==> config.mk <==
export PLATFORM = sky130hd
export DESIGN_NAME = idex_hazard
export DESIGN_NICKNAME = d
export VERILOG_FILES = /design/src/rtl/idex_hazard.sv
export SDC_FILE = /design/constraint.sdc
export NUM_CORES = 1
export LEC_CHECK = 0
export BUFFER_PORTS_ARGS = -buffer_cell sky130_fd_sc_hd__clkbuf_2
export CAP_MARGIN = 25
export CORE_AREA = 2 2 133 135
export DETAILED_ROUTE_END_ITERATION = 6
export DIE_AREA = 0 0 135 137
export PLACE_DENSITY = 0.75
export SYNTH_ARGS = -nofsm -noshare
export SYNTH_HDL_FRONTEND = slang
export SYNTH_SLANG_ARGS = --single-unit
==> constraint.sdc <==
create_clock -name clk_i -period 4.1 [get_ports clk_i]
set_input_delay 0.205 -clock clk_i [delete_from_list [all_inputs] [get_ports clk_i]]
set_output_delay 0.205 -clock clk_i [all_outputs]
set_load 0.05 [all_outputs]
==> src/rtl/idex_hazard.sv <==
// ID/EX pipeline register with load-use hazard detection and stall counter.
// Optional feature macro: IDEX_LOADUSE_EN enables hazard detection, Stall_o
// and stall_cnt_o; without it they are tied to 0 and only Flush_i bubbles.
// Ports:
//   clk_i, rst_i (async active-high), Flush_i
//   PC_i, instruction_i, RSdata_i, RTdata_i, SignExt_i : ID-stage data
//   RegWrite_i..RegDst_i, ALUOp_i                      : ID-stage control
//   *_o                                                : registered EX copies
//   valid_o     : EX slot holds a real instruction
//   Stall_o     : combinational, holds PC and IF/ID this cycle
//   stall_cnt_o : saturating count of load-use stall cycles
module idex_hazard #(
  parameter int CNT_W = 16
) (
  input  logic             clk_i,
  input  logic             rst_i,
  input  logic             Flush_i,
  input  logic [31:0]      PC_i,
  input  logic [31:0]      instruction_i,
  input  logic [31:0]      RSdata_i,
  input  logic [31:0]      RTdata_i,
  input  logic [31:0]      SignExt_i,
  input  logic             RegWrite_i,
  input  logic             MemtoReg_i,
  input  logic             MemRead_i,
  input  logic             MemWrite_i,
  input  logic             ALUSrc_i,
  input  logic             RegDst_i,
  input  logic [1:0]       ALUOp_i,
  output logic [31:0]      PC_o,
  output logic [31:0]      RSdata_o,
  output logic [31:0]      RTdata_o,
  output logic [31:0]      SignExt_o,
  output logic [4:0]       RS_o,
  output logic [4:0]       RT_o,
  output logic [4:0]       RD_o,
  output logic [5:0]       funct_o,
  output logic             RegWrite_o,
  output logic             MemtoReg_o,
  output logic             MemRead_o,
  output logic             MemWrite_o,
  output logic             ALUSrc_o,
  output logic             RegDst_o,
  output logic [1:0]       ALUOp_o,
  output logic             valid_o,
  output logic             Stall_o,
  output logic [CNT_W-1:0] stall_cnt_o
);

  logic [31:0] pc_q, rsd_q, rtd_q, sext_q;
  logic [31:0] pc_d, rsd_d, rtd_d, sext_d;
  logic [4:0]  rs_q, rt_q, rd_q;
  logic [4:0]  rs_d, rt_d, rd_d;
  logic [5:0]  funct_q, funct_d;
  logic [7:0]  ctrl_q, ctrl_d;
  logic        valid_q, valid_d;
  logic        hazard;
  logic        stall;
  logic        bubble;

`ifdef IDEX_LOADUSE_EN
  logic [CNT_W-1:0] cnt_q, cnt_d;

  // rt_q != 0 keeps loads to x0 and all-zero NOPs from stalling
  assign hazard = valid_q & ctrl_q[5] & (rt_q != 5'd0) &
                  ((rt_q == instruction_i[25:21]) |
                   (rt_q == instruction_i[20:16]));

  always_comb begin
    cnt_d = cnt_q;
    if (stall && !(&cnt_q)) begin
      cnt_d = cnt_q + 1'b1;
    end
  end

  always_ff @(posedge clk_i or posedge rst_i) begin
    if (rst_i) begin
      cnt_q <= '0;
    end else begin
      cnt_q <= cnt_d;
    end
  end

  assign stall_cnt_o = cnt_q;
`else
  assign hazard      = 1'b0;
  assign stall_cnt_o = '0;
`endif

  // Flush wins: the killed instruction must not also stall the front end
  assign stall  = hazard & ~Flush_i;
  assign bubble = hazard | Flush_i;

  always_comb begin
    pc_d    = pc_q;
    rsd_d   = rsd_q;
    rtd_d   = rtd_q;
    sext_d  = sext_q;
    rs_d    = rs_q;
    rt_d    = rt_q;
    rd_d    = rd_q;
    funct_d = funct_q;
    ctrl_d  = 8'd0;
    valid_d = 1'b0;
    if (!bubble) begin
      pc_d    = PC_i;
      rsd_d   = RSdata_i;
      rtd_d   = RTdata_i;
      sext_d  = SignExt_i;
      rs_d    = instruction_i[25:21];
      rt_d    = instruction_i[20:16];
      rd_d    = instruction_i[15:11];
      funct_d = instruction_i[5:0];
      ctrl_d  = {RegWrite_i, MemtoReg_i, MemRead_i, MemWrite_i,
                 ALUSrc_i, RegDst_i, ALUOp_i};
      valid_d = 1'b1;
    end
  end

  always_ff @(posedge clk_i or posedge rst_i) begin
    if (rst_i) begin
      pc_q    <= '0;
      rsd_q   <= '0;
      rtd_q   <= '0;
      sext_q  <= '0;
      rs_q    <= '0;
      rt_q    <= '0;
      rd_q    <= '0;
      funct_q <= '0;
      ctrl_q  <= '0;
      valid_q <= 1'b0;
    end else begin
      pc_q    <= pc_d;
      rsd_q   <= rsd_d;
      rtd_q   <= rtd_d;
      sext_q  <= sext_d;
      rs_q    <= rs_d;
      rt_q    <= rt_d;
      rd_q    <= rd_d;
      funct_q <= funct_d;
      ctrl_q  <= ctrl_d;
      valid_q <= valid_d;
    end
  end

  assign PC_o       = pc_q;
  assign RSdata_o   = rsd_q;
  assign RTdata_o   = rtd_q;
  assign SignExt_o  = sext_q;
  assign RS_o       = rs_q;
  assign RT_o       = rt_q;
  assign RD_o       = rd_q;
  assign funct_o    = funct_q;
  assign RegWrite_o = ctrl_q[7];
  assign MemtoReg_o = ctrl_q[6];
  assign MemRead_o  = ctrl_q[5];
  assign MemWrite_o = ctrl_q[4];
  assign ALUSrc_o   = ctrl_q[3];
  assign RegDst_o   = ctrl_q[2];
  assign ALUOp_o    = ctrl_q[1:0];
  assign valid_o    = valid_q;
  assign Stall_o    = stall;

endmodule

==> qor.yml <==
finish:
  multi_input_area_sq_um: 2170
  layout_common_cells: "316 x clkbuf_2, 158 x dfrtp_1, 102 x mux2_4"
  post-route-util: 0.525
  seqCellArea_sq_um: 3950
  layout_commonest_cell: "clkbuf_2"
  nets: 872
  num-fill-cells: 1432
  num_antenna_cells: 0
  area_growth_pct: 38.1
  drive_above_1_share: 0.703
worst_setup_path:
  worst_ep_arrival_time_ns: 1.69
  critPathSlowestCell: "clkbuf_8"
  cp_cell_sequence: "clkbuf_8, buf_12, mux2_4"
  crit_type: "primary input to flop"
  critical-path-max-stage-delay_ns: 0.68
  endpoint_kind: "flop"
  r2r-start: "RTdata_o[4]"
  worst-path-max-fanout: 98
  cp.required_ns: 4.39
  critPathLaunch: "Flush_i"
  crit_path_start_kind: "primary input"
clock_network:
  root_buffer: "clkbuf_16"
  path_clk_slew_ns: 0.06
  cts.path.max_buffers: 2
  cts_tree: "yes"
  cts_hold_buf: 26
  cts_setup_buffers: 0
  cts.sinks: 158
  cts-resized-gates: 0
  worstSkewPairLatency_ns: 0.41
  h-tree-depth: 4
  cts_made_buffers: 17
timing:
  fin_crit_sh: 0.341
  worst_slew_pin_slew_ns: 0.897
  finalSetupViolCount: 0
  relSlewSlack: 0.402
  min_period_ns: 1.40
  timing.final.hold_violations: 1
  max_clock_freq_mhz: 715
  skew_ns: 0
  drv_slew: 0
  setup_tns_ns: 0
  rsz0062_at_grt: "no"
  timing.hold.ws_ns: -0.00543
die:
  die_h_um: 137
  num_io_pins: 346
  start_util: 0.380
  core_area_sq_um: 17100
  die_w_um: 135
  rows: 48
  die-area_sq_um: 18500
logic_synthesis:
  synth.avg_cell_area_sq_um: 18.4
  synth_area_sq_um: 6480
  synth_area_leaders: "dfrtp_1 61%, mux2_4 24%, mux2_2 8.2%"
  synth-seq-area-share: 0.610
  syn_inst: 353
  synth_seq_cells: 158
  ys.warnings.count: 0
  synthDominantCellAreaShare: 0.610
  ys_types: 11
  synth_top_area_cell: "dfrtp_1"
run_status:
  violations: "negative hold slack"
  status: "finished, violations left"
power:
  seq_power_share: 0.393
  switchingPower_mw: 1.55
  peakVddDrop_uv: 261
  pwr-share-clk: 0.353
  p_int_mw: 3.02
  p_comb_frac: 0.253
  swShare: 0.340
  power_leakage_nw: 4.72
  powerDensity_nw_per_um2: 510
grt:
  overflow: 0
  grt_max_degree: 159
  grtUsageTotal: 0.156
  grt_first_pass_wirelength_um: 22200
  antenna_found_initial: 0
  grt_pass1_vias: 4316
placement:
  globalplace.congestion: 0.751
  dp_hpwl_um: 10200
  port_buffers: 317
drt:
  drt_wl_total_um: 14800
  dr.first_iter.drc_count: 121
  post_drt_wl_per_cell_um: 15.7
  drtAntennaViolNets: 0
  vias: 4100
  viasPerCell: 4.37
  first_pass_iters: 4
  drc: 0
flow_run:
  drv_cap: 0
worst_hold_path:
  hp-class: "primary input to async pin"
## kinds of logic after synthesis
logic type             Yosys count  share of synthesized area
other                            1                   0.000578
buffers and inverters           37                     0.0641
AND/OR/NAND/NOR                  8                    0.00772
multiplexers                   149                      0.318
flip-flops                     158                      0.610
## per-stage QoR
stage | setup WS [ns] | instances | area, sq um | hold WS [ns] | total power, mW
after floorplan | 1.89 | 369 | 6550 | 0.343 | 2.70
after global placement | 2.28 | 879 | 8060 | 0.423 | 2.95
after detailed placement | 2.27 | 879 | 8060 | 0.428 | 2.96
after CTS | 2.72 | 937 | 8930 | 0.000376 | 4.62
after global routing | 2.65 | 939 | 8950 | 0.0000966 | 4.76
final | 2.70 | 939 | 8950 | -0.00543 | 4.57
## metal layers
metal  track usage  vias up  wire length (um)
met2         0.264      205              7370
met1         0.186     1999              5990
met4        0.0503        0               202
met3        0.0544       13              1190
met5             0        -                 0
li1              -     1883                 -
## final timing paths
check                               end  slack [ns]  depth (start not counted)
setup / recovery               PC_o[29]        2.70                          3
hold / removal              RSdata_o[1]      -0.005                          3
setup reg to reg            RTdata_o[4]        3.31                          1
hold reg to reg            RTdata_o[13]        0.50                          1
max in group asynchronous      PC_o[21]        3.40                          3
min in group clk_i            ctrl_q[5]        0.02                          2
## area by class of cell
class / instances / area share
Sequential cell: 158 / 0.442
Multi-Input combinational cell: 174 / 0.243
Timing Repair Buffer: 348 / 0.215
Clock buffer: 18 / 0.0490
Tap cell: 225 / 0.0314
Clock inverter: 14 / 0.0190
Inverter: 2 / 0.00126
## flip-flops by register name, indices dropped and copies added (netlist names), 6 cells and up
signal and flops:
RTdata_o 32, RSdata_o 32, ctrl_q 8, PC_o 32, SignExt_o 32, funct_o 6
## critical path, delay by kind of cell
| family | cells | cell delay [ns] |
|---|---|---|
| buf+inv | 2 | 1.08 |
| mux | 1 | 0.34 |
## power groups by stage
stage / clock network, mW / registers (mW) / logic, mW
4_1_cts: 1.67 / 1.80 / 1.16
2_1_floorplan: 0 / 2.36 / 0.344
3_5_place_dp: 0 / 1.82 / 1.14
3_3_place_gp: 0 / 1.81 / 1.13
6_report: 1.61 / 1.80 / 1.16
5_1_grt: 1.74 / 1.81 / 1.21
## Yosys cell counts
master / number
clkbuf_2: 1
mux2_4: 102
conb_1: 1
buf_2: 2
mux2_2: 47
buf_4: 17
buf_6: 4
buf_12: 11
dfrtp_1: 158
inv_1: 2
nor2b_1: 8
Power figures use the tool's default switching activity.
